--- config.mk ---
export PLATFORM = sky130hd
export DESIGN_NAME = pipeline_ctrl
export DESIGN_NICKNAME = d
export VERILOG_FILES = /design/src/rtl/pipeline_ctrl_pkg.sv /design/src/rtl/sat_counter.sv /design/src/rtl/pipeline_ctrl.sv
export SDC_FILE = /design/constraint.sdc
export NUM_CORES = 1
export LEC_CHECK = 0
export ABC_AREA = 1
export BUFFER_PORTS_ARGS = -buffer_cell sky130_fd_sc_hd__buf_2
export CORE_MARGIN = 1.5
export CORE_UTILIZATION = 35
export DETAILED_ROUTE_END_ITERATION = 8
export GPL_TIMING_DRIVEN = 0
export SETUP_SLACK_MARGIN = 0.05
export SYNTH_ARGS = -nofsm -noshare
export SYNTH_HDL_FRONTEND = slang
export SYNTH_SLANG_ARGS = --single-unit
--- constraint.sdc ---
create_clock -name i_clk -period 3.6 [get_ports i_clk]
set_clock_uncertainty 0.15 [all_clocks]
set_input_delay 0.72 -clock i_clk [delete_from_list [all_inputs] [get_ports i_clk]]
set_output_delay 0.72 -clock i_clk [all_outputs]
set_load 0.02 [all_outputs]
--- src/rtl/pipeline_ctrl_pkg.sv ---
// Shared definitions for the pipeline run-control block and the debug unit.
// State codes are part of the debug-visible interface, so their values are fixed.
package pipeline_ctrl_pkg;

  localparam int unsigned NB_STATE         = 3;
  localparam int unsigned NB_COUNT_DEFAULT = 32;

  typedef enum logic [NB_STATE-1:0] {
    StIdle   = 3'd0,
    StRun    = 3'd1,
    StStep   = 3'd2,
    StPause  = 3'd3,
    StHalted = 3'd4
  } state_e;

  // Stages advance only in these states.
  function automatic logic state_enables_pipe(state_e st);
    return (st == StRun) || (st == StStep);
  endfunction

endpackage

--- src/rtl/sat_counter.sv ---
// Saturating up-counter with synchronous clear; clear wins over increment.
module sat_counter #(
  parameter int unsigned WIDTH = 32
) (
  input  logic             clk,
  input  logic             rst_n,
  input  logic             clr,
  input  logic             inc,
  output logic [WIDTH-1:0] count
);

  logic [WIDTH-1:0] count_q;
  logic [WIDTH-1:0] count_d;

  always_comb begin
    count_d = count_q;
    if (clr) begin
      count_d = '0;
    end else if (inc && (count_q != {WIDTH{1'b1}})) begin
      count_d = count_q + 1'b1;
    end
  end

  always_ff @(posedge clk or negedge rst_n) begin
    if (!rst_n) begin
      count_q <= '0;
    end else begin
      count_q <= count_d;
    end
  end

  assign count = count_q;

endmodule

--- src/rtl/pipeline_ctrl.sv ---
// Run/step/stop/halt sequencer for the CPU pipeline, plus cycle and retired-instruction
// counters. The pipeline enable is decoded from the registered state only.
module pipeline_ctrl
  import pipeline_ctrl_pkg::*;
#(
  parameter int unsigned NB_COUNT = pipeline_ctrl_pkg::NB_COUNT_DEFAULT,
  parameter int unsigned NB_STATE = pipeline_ctrl_pkg::NB_STATE
) (
  input  logic                i_clk,
  input  logic                i_rst_n,
  input  logic                i_cmd_run,
  input  logic                i_cmd_step,
  input  logic                i_cmd_stop,
  input  logic                i_cmd_clear,
  input  logic                i_halt_wb,
  input  logic                i_wb_valid,
  output logic                o_pipe_en,
  output logic                o_pipe_clr,
  output logic [NB_STATE-1:0] o_state,
  output logic                o_done,
  output logic [NB_COUNT-1:0] o_cycle_count,
  output logic [NB_COUNT-1:0] o_retired_count
);

  state_e state_q;
  state_e state_d;
  logic   pipe_en;
  logic   pipe_clr_q;

  assign pipe_en = state_enables_pipe(state_q);

  always_comb begin
    state_d = state_q;
    if (i_cmd_clear) begin
      state_d = StIdle;
    end else if (pipe_en && i_halt_wb) begin
      // HALT in WB retires this cycle, then the pipeline freezes.
      state_d = StHalted;
    end else begin
      case (state_q)
        StIdle, StPause: begin
          // A stop here is a no-op but still masks lower-priority commands.
          if (i_cmd_stop) begin
            state_d = state_q;
          end else if (i_cmd_step) begin
            state_d = StStep;
          end else if (i_cmd_run) begin
            state_d = StRun;
          end
        end
        StRun: begin
          if (i_cmd_stop) begin
            state_d = StPause;
          end
        end
        StStep:   state_d = StPause;
        StHalted: state_d = StHalted;
        default:  state_d = StIdle;
      endcase
    end
  end

  always_ff @(posedge i_clk or negedge i_rst_n) begin
    if (!i_rst_n) begin
      state_q    <= StIdle;
      pipe_clr_q <= 1'b0;
    end else begin
      state_q    <= state_d;
      pipe_clr_q <= i_cmd_clear;
    end
  end

  sat_counter #(
    .WIDTH (NB_COUNT)
  ) u_cycle_cnt (
    .clk   (i_clk),
    .rst_n (i_rst_n),
    .clr   (i_cmd_clear),
    .inc   (pipe_en),
    .count (o_cycle_count)
  );

  sat_counter #(
    .WIDTH (NB_COUNT)
  ) u_retired_cnt (
    .clk   (i_clk),
    .rst_n (i_rst_n),
    .clr   (i_cmd_clear),
    .inc   (pipe_en && i_wb_valid),
    .count (o_retired_count)
  );

  assign o_pipe_en  = pipe_en;
  assign o_pipe_clr = pipe_clr_q;
  assign o_state    = NB_STATE'(state_q);
  assign o_done     = (state_q == StHalted);

endmodule

# After elaboration in Yosys (flattened, before gate mapping)
# Cells that the tools add are included.
dict set report word_totals {
  register_bits 68
  latch_bits 0
  ram_bits 0
  rom_bits 0
  inputBits 8
  output_inout_bits 70
  memories 0
}
dict set report op_classes {
  addsub 2
  n_mul 0
  div_mod_pow 0
  n_lt_le_gt_ge 0
  n_eq_ne 9
  shift 0
  muxes 11
  bitwise 0
  n_reduce_logical 10
}
# operator count
set ops {}
lappend ops {{32-bit two-way mux} 4}
lappend ops {{32-bit by 1-bit adder with 32-bit output (second input constant)} 2}
lappend ops {{32-bit != test (second input constant)} 2}
lappend ops {{3-bit two-way mux} 6}
lappend ops {{3-bit one-hot mux with 4 select lines} 1}
lappend ops {{3-bit by 2-bit == test with 1-bit output (second input constant)} 2}
lappend ops {{5-bit != test (second input constant)} 1}
lappend ops {{1-bit logical AND} 4}
lappend ops {{4-bit by 3-bit != test with 1-bit output (second input constant)} 1}
lappend ops {{4-bit != test (second input constant)} 1}
lappend ops {{2-bit nonzero test} 2}
lappend ops {{3-bit by 1-bit == test with 1-bit output (second input constant)} 1}
lappend ops {{3-bit == test (second input constant)} 1}
lappend ops {{3-bit zero test} 1}
lappend ops {{3-bit AND reduction} 1}
lappend ops {{2-bit OR reduction} 1}
lappend ops {{1-bit logical OR} 1}

# Depth between registers and ports, before layout
# Gate-level depths: netlist (run 1).
dict set report depth {
  ltp_word 6
  ltp_mapped 10
  mapped_depth_nobuf 10
}

# Cells and area by module
# Synthesis (run 1) repeated with hierarchy kept, for this count alone.
dict set report unflattened {
  cells_unflattened 727
  area_unflattened_um2 4755.8
}
# mod n_inst cells_per_inst area_each_um2 seq_area_each_um2
set modules_own_cells {}
lappend modules_own_cells {sat_counter 2 345 2243.4 800.8}
lappend modules_own_cells {pipeline_ctrl 1 37 269.0 100.1}

# Worst setup path before layout (run 1)
# No wires, ideal clock.
dict set report synth_timing {
  path_kind {register -> register}
  from {register u_retired_cnt.count_q[1] (netlist: u_retired_cnt.count[1])}
  to {register u_retired_cnt.count_q[6] (netlist: u_retired_cnt.count[6])}
  setup_time_ps 118
  t_arrival_ps 1661
  required_time_ps 3332
  setup_slack_ps 1671
  path_stages_with_launch 11
  path_buffers 0
  synth_period_minus_slack_ps 1929
  path_cell_list {dfrtp_1 ha_1 nand2_1 nor2_4 nand2_2 nor2_8 nand3_2 nand2_1 nor2_1 nand2_1 nand2_1}
}
dict set report synth_via {
  elab_chain_cells 3
  word_cells_on_any_way 6
  cone_classes {add/sub (1); eq/ne (1); mux (2); reduce/logical (2)}
}
# item line
set synth_lines {}
lappend synth_lines {{start: declaration} sat_counter.sv:12} ;# logic [WIDTH-1:0] count_q;
lappend synth_lines {{start signal: assignment} sat_counter.sv:28} ;# count_q <= count_d;
lappend synth_lines {{32-bit by 1-bit adder with 32-bit output / 32-bit != test (equally long branches)} {sat_counter.sv:20, sat_counter.sv:19}}
lappend synth_lines {{32-bit two-way mux / 1-bit logical AND (equally long branches)} sat_counter.sv:19} ;# end else if (inc && (count_q != {WIDTH{1'b1}})) begin
lappend synth_lines {{32-bit two-way mux / 2-bit nonzero test (equally long branches)} --}
# Several ways; a longest one is shown, not always the timed one. The select of a mux whose other input is x is not followed.
# A chain may end at the register's enable or synchronous reset.

# Final worst setup path (run 1)
dict set report layout_timing {
  from {register state_q[1] (netlist: o_state[1])}
  to {output o_pipe_en}
}
dict set report layout_via {
  elab_chain_cells 2
  word_cells_on_any_way 3
  cone_classes {eq/ne (2); reduce/logical (1)}
}
# item line
set layout_lines {}
lappend layout_lines {{start: declaration} pipeline_ctrl.sv:25} ;# state_e state_q;
lappend layout_lines {{start signal: assignment} pipeline_ctrl.sv:65} ;# state_q <= StIdle;
lappend layout_lines {{start signal: assignment} pipeline_ctrl.sv:68} ;# state_q <= state_d;
lappend layout_lines {{3-bit by 1-bit == test with 1-bit output / 3-bit by 2-bit == test with 1-bit output (equally long branches)} pipeline_ctrl_pkg.sv:18} ;# return (st == StRun) || (st == StStep);
lappend layout_lines {{1-bit logical OR (*)} pipeline_ctrl_pkg.sv:18}
lappend layout_lines {{end: declaration} pipeline_ctrl.sv:17} ;# output logic o_pipe_en,
# Every way passes the cells marked *; elsewhere a longest branch is shown, timed or not.

==> results_dict.tcl, run 1 <==
set metrics [dict create \
    ioPinCount 78 \
    crit_chain "inv_1 > nand2_1 > nand3_2 > inv_1 > buf_2" \
    area_delta_synth_final_pct 20.8 \
    h_tree_level_count 3 \
    maxClockFrequency_mhz 427 \
    area_used_by_multi_input_combinational_logic_sq_um 2530 \
    n_antenna_cell 0 \
    cts_setup_buffers 0 \
    timing.final.hold_violations 0 \
    dr.pass1.iters 5 \
    report.final.setup_viol 0 \
    die-height_um 117 \
    numClockSinks 68 \
    gp_congestion 0.874 \
    vdd_ir_drop_max_v 0.000267 \
    die_w_um 117 \
    detail-route-antenna-nets 0 \
    placement_setup_slack_ns 1.36 \
    critical_path.n_buffers_inverters 3 \
    start_kind "flip-flop" \
    slowest_cell_on_the_critical_path "dfrtp_1" \
    fillCellCount 1365 \
    crit_top_cell "inv_1" \
    path_clk_slew_ns 0.06 \
    rr_startpoint "u_retired_cnt.count[1]" \
    worst-path-max-fanout 4 \
    worstRegToRegCells 10 \
    critical_path.top_delay_family "buffers and inverters" \
    first_iter_violations 266 \
    avgRoutedWirePerCell_um 14.0 \
    timing.critical_path.depth 5 \
    drt-vias-per-instance 4.82 \
    critPathCaptureType "output port" \
    io_buffer_count 77 \
    finish.net_count 789 \
    global_route_wire_length_before_repair_um 21800 \
    dieArea_sq_um 13700 \
    regToRegEndpoint "u_retired_cnt.count[5]" \
    post_cts_resized 0 \
    synth_sequential_area_ratio 0.373 \
    p_leak_nw 2.76 \
    cts_hold_buffers 0 \
    final.period_utilization 0.651 \
    largest_incremental_delay_on_the_critical_path_ns 0.40 \
    setup_tns_final_ns 0 \
    rows 41 \
    ys_types 30 \
    area.sequential_sq_um 1700 \
    start_util 0.360 \
    reg2reg_slack_ns 1.39 \
    ctsLongestPathBuffers 2 \
    clockRootBuffer "clkbuf_16" \
    placeableCoreArea_sq_um 12700 \
    dp.final_hpwl_um 9900 \
    max_slew_margin 0.555 \
    final_period_minus_worst_setup_slack_ns 2.34 \
    final_layout_size_suffix_gt1_frac 0.162 \
    grt_overflow_total 0 \
    tritoncts_clock_tree "done" \
    status "completed" \
    dominantRegCellSynth "dfrtp_1" \
    layout_commonest_cell "nand2_1" \
    wirelength_um 13400 \
    timing_max_transition_violations_final 0 \
    pin_count_of_the_biggest_net_entering_global_routing 36 \
    synth_area_sq_um 4560 \
    syn_area_per_cell_sq_um 6.62 \
    grt.total_usage 0.208 \
    required_ns 2.73 \
    cp.arrival_ns 1.47 \
    maxCapViolCount 0 \
    timing.setup.critical_path_class "reg2out" \
    worstSkewPairLatency_ns 0.34 \
    cellPowerDensity_nw_per_um2 431 \
    unrepaired_setup_endpoints_after_global_routing "no" \
    detailroute.via_count 4612 \
    final_cell_mix "nand2_1 (263), nor2_1 (98), buf_2 (77)" \
    edff_count_synth 0 \
    syn-instance-count 690 \
    detail_route.drc_violations 0 \
    grt_antenna_before_repair 0 \
    hold_path_class "in2async" \
    synth_seq_cells 68 \
    yosys_warnings 0 \
    numCtsBuffers 9 \
    syn_nets 700 \
    first_global_vias 4310 \
    worst_pin_slew_ns 0.665 \
    worst_slack_ns 1.26 \
    asyncSetResetFlopFracSynth 1.00 \
]
==> layout make-up <==
class                           instances  area share
Clock buffer                            9      0.0409
Multi-Input combinational cell        544       0.460
Clock inverter                          7      0.0182
Timing Repair Buffer                   78      0.0740
Tap cell                              172      0.0390
Inverter                               63      0.0429
Buffer                                 15      0.0168
Sequential cell                        68       0.309
==> flip-flops by register name (all words and copies together) (netlist names) <==
name,flops
u_cycle_cnt.count,32
u_retired_cnt.count,32
o_state,3
o_pipe_clr,1
==> cells in the mapped netlist, types with 3 or more instances <==
cell type,instances,area [sq um]
nand2_1,263,987
nor2_1,98,368
nand3_1,69,345
dfrtp_1,68,1700
inv_1,60,225
nand4_1,20,125
o21ai_0,18,90.1
xor2_1,18,158
a21oi_1,10,50.1
xnor2_1,9,78.8
nand2_2,6,37.5
nor2_2,5,31.3
o21bai_1,5,37.5
clkbuf_1,4,15.0
nand3b_1,4,30.0
nor2_4,4,45.0
buf_1,3,11.3
buf_4,3,22.5
buf_6,3,33.8
inv_2,3,11.3
nand3_2,3,30.0
o21ai_1,3,15.0
==> kinds of logic (layout without fill, tap and decap cells) <==
| family | after synthesis | count (layout) | share of synthesized area |
|---|---|---|---|
| AND/OR/NAND/NOR | 477 | 477 | 0.450 |
| buffers and inverters | 78 | 172 | 0.0721 |
| flip-flops | 68 | 68 | 0.373 |
| AO/OA/AOI/OAI | 38 | 38 | 0.0474 |
| XOR/XNOR | 27 | 27 | 0.0518 |
| adder cells (fa/ha/maj) | 2 | 2 | 0.00548 |
==> worst max-delay path by stage <==
stage          slack [ns]                endpoint                   start
2_1_floorplan        1.67  u_retired_cnt.count[6]  u_retired_cnt.count[1]
6_report             1.26               o_pipe_en              o_state[1]
4_1_cts              1.22               o_pipe_en              o_state[1]
3_5_place_dp         1.36  u_retired_cnt.count[6]             i_cmd_clear
3_3_place_gp         1.19   u_cycle_cnt.count[21]                 i_rst_n
5_1_grt              1.12               o_pipe_en              o_state[1]
==> where the power goes <==
| part | internal [mW] | switching (mW) | leakage (nW) | total [mW] |
|---|---|---|---|---|
| logic | 0.157 | 0.418 | 1.67 | 0.575 |
| registers | 0.789 | 0.0257 | 0.945 | 0.815 |
| clock network | 0.610 | 0.378 | 0.148 | 0.988 |
| total | 1.56 | 0.821 | 2.76 | 2.38 |
==> stage by stage <==
step	std cells	cell area, sq um	power, mW	hold WS (ns)	util
5_1_grt	956	5510	2.49	0.209	0.435
3_3_place_gp	939	5160	1.41	0.371	0.408
6_report	956	5510	2.38	0.185	0.435
2_1_floorplan	690	4560	1.21	0.274	-
4_1_cts	956	5510	2.41	0.196	0.435
3_5_place_dp	940	5190	1.41	0.385	0.409
==> metal layers <==
metal  vias up  share of wire  track usage
li1       2361              -            -
met1      2099           0.45        0.266
met2       130           0.48        0.358
met3        22          0.055       0.0438
met4         0          0.014       0.0578
met5         -              0            0
No activity file was read; power rests on OpenSTA's default activity.
==> run 2, diff against run 1 <==
Clock period 3.6 ns to 2.02 ns, I/O delays scaled along.
==> run 2 against run 1 <==
Worst hold slack worse by 0.069 ns. Highest routed layer unchanged. Flip-flop and latch count unchanged. Die area unchanged. Design area up 4.9%. Critical endpoint is now u_retired_cnt.count[22]. Sequential share of layout area down 1.2 points. Cell count up 1.7%.
==> results_dict.tcl, run 2 (synthesized netlist as in run 1, its figures left out) <==
set metrics [dict create \
    final_cell_mix "nand2_1 (259), nor2_1 (89), buf_2 (77)" \
    grt.total_usage 0.210 \
    holdWs_ns 0.115 \
    path_clk_slew_ns 0.06 \
    placeableCoreArea_sq_um 12700 \
    first_global_vias 4351 \
    design_area_sq_um 5780 \
    grt_antenna_before_repair 0 \
    required_ns 2.10 \
    gr-max-usage-layer "met2" \
    worstSkewPairLatency_ns 0.35 \
    dieArea_sq_um 13700 \
    grt.met1_usage 0.267 \
    timing.final.hold_violations 0 \
    final_layout_size_suffix_gt1_frac 0.215 \
    final.period_utilization 0.929 \
    detail-route-antenna-nets 0 \
    dp.final_hpwl_um 9900 \
    wirelength_um 13500 \
    finish.net_count 805 \
    ioPinCount 78 \
    hold-path-endpoint "o_pipe_clr" \
    cp.arrival_ns 1.96 \
    dpl_cell_area_sq_um 5190 \
    globalRouteMet3Util 0.0458 \
    die-height_um 117 \
    setup_tns_final_ns 0 \
    tritoncts_clock_tree "done" \
    drt-vias-per-instance 4.81 \
    fin_util 0.456 \
    hold_depth 1 \
    vdd_ir_drop_max_v 0.000453 \
    timing.setup.critical_path_class "reg2reg" \
    clockRootBuffer "clkbuf_16" \
    critPathCaptureType "flip-flop" \
    maxClockFrequency_mhz 533 \
    regToRegEndpoint "u_retired_cnt.count[22]" \
    global_route_wire_length_before_repair_um 22000 \
    io_buffer_count 77 \
    post-layout-total-power_mw 4.43 \
    worst_hold_startpoint "i_cmd_clear" \
    start_kind "flip-flop" \
    die_w_um 117 \
    h_tree_level_count 3 \
    status "completed" \
    first_iter_violations 304 \
    maxCapViolCount 0 \
    final_period_minus_worst_setup_slack_ns 1.88 \
    worst_pin_slew_ns 0.654 \
    numCtsBuffers 9 \
    avgRoutedWirePerCell_um 13.9 \
    dr.pass1.iters 6 \
    timing_max_transition_violations_final 0 \
    start_util 0.360 \
    numClockSinks 68 \
    ctsLongestPathBuffers 2 \
    n_antenna_cell 0 \
    area_delta_synth_final_pct 26.7 \
    grt_overflow_total 0 \
    unrepaired_setup_endpoints_after_global_routing "yes" \
    report.final.setup_viol 0 \
    pin_count_of_the_biggest_net_entering_global_routing 36 \
    detail_route.drc_violations 0 \
    reg2reg_slack_ns 0.14 \
    hold_path_class "in2reg" \
    worstRegToRegCells 10 \
    cellPowerDensity_nw_per_um2 766 \
    p_leak_nw 2.85 \
    worst-path-max-fanout 4 \
    detailroute.via_count 4674 \
    layout_commonest_cell "nand2_1" \
    max_slew_margin 0.564 \
    rr_startpoint "u_retired_cnt.count[1]" \
    groute.layer.met2.usage 0.362 \
    gp_congestion 0.874 \
    rows 41 \
]
-- run 2: worst max-delay path, stage by stage (launching register included) --
cell	delay, ns
dfrtp_1	0.37
ha_2	0.21
nand2_2	0.07
nor2_4	0.19
nand2_1	0.14
nor2_4	0.20
nand2_1	0.07
nor2_1	0.16
nand3_1	0.09
nand2_1	0.07
nor2_1	0.05
-- run 2: worst max-delay path by stage --
| stage | start | end | slack (ns) |
|---|---|---|---|
| floorplan | u_retired_cnt.count[1] | u_retired_cnt.count[6] | 0.09 |
| global placement | u_retired_cnt.count[0] | u_retired_cnt.count[2] | -0.18 |
| detailed placement | u_retired_cnt.count[1] | u_retired_cnt.count[6] | -0.21 |
| CTS | u_cycle_cnt.count[0] | u_cycle_cnt.count[21] | 0.05 |
| global route | u_cycle_cnt.count[1] | u_cycle_cnt.count[8] | -0.02 |
| finish | u_retired_cnt.count[1] | u_retired_cnt.count[22] | 0.14 |
-- run 2: report_power, final --
part	switching [mW]	total [mW]	internal, mW	leakage, nW
clock	0.671	1.76	1.09	0.148
sequential	0.0410	1.45	1.41	0.930
combinational	0.801	1.23	0.424	1.77
-- run 2: per-layer routing --
layer	vias to the layer above	share of wire
met5	-	0
met4	0	0.012
met3	17	0.059
met2	135	0.48
met1	2130	0.45
li1	2392	-
-- run 2: timing repair --
action / CTS / global route
hold endpoints to repair: 33 / 0
hold buffers: 1 / 0
pin swaps: 4 / 4
gates resized for setup: 11 / 36
buffers inserted: 7 / 8
endpoints found under the setup margin: 60 / 62
-- run 2: cell type report --
cell class,count,area (sq um)
fillers,1362,6890
inverters,63,236
well taps,172,215
flip-flops and latches,68,1710
plain buffers,15,120
repair buffers,94,534
clock inverters,7,100
multi-input cells,544,2640
clock buffers,9,225
-- run 2: per-stage QoR --
step                cells  setup WS (ns)
floorplan             690         0.0907
global placement      939         -0.181
detailed placement    940         -0.214
CTS                   964         0.0491
global route          972        -0.0235
finish                972          0.143
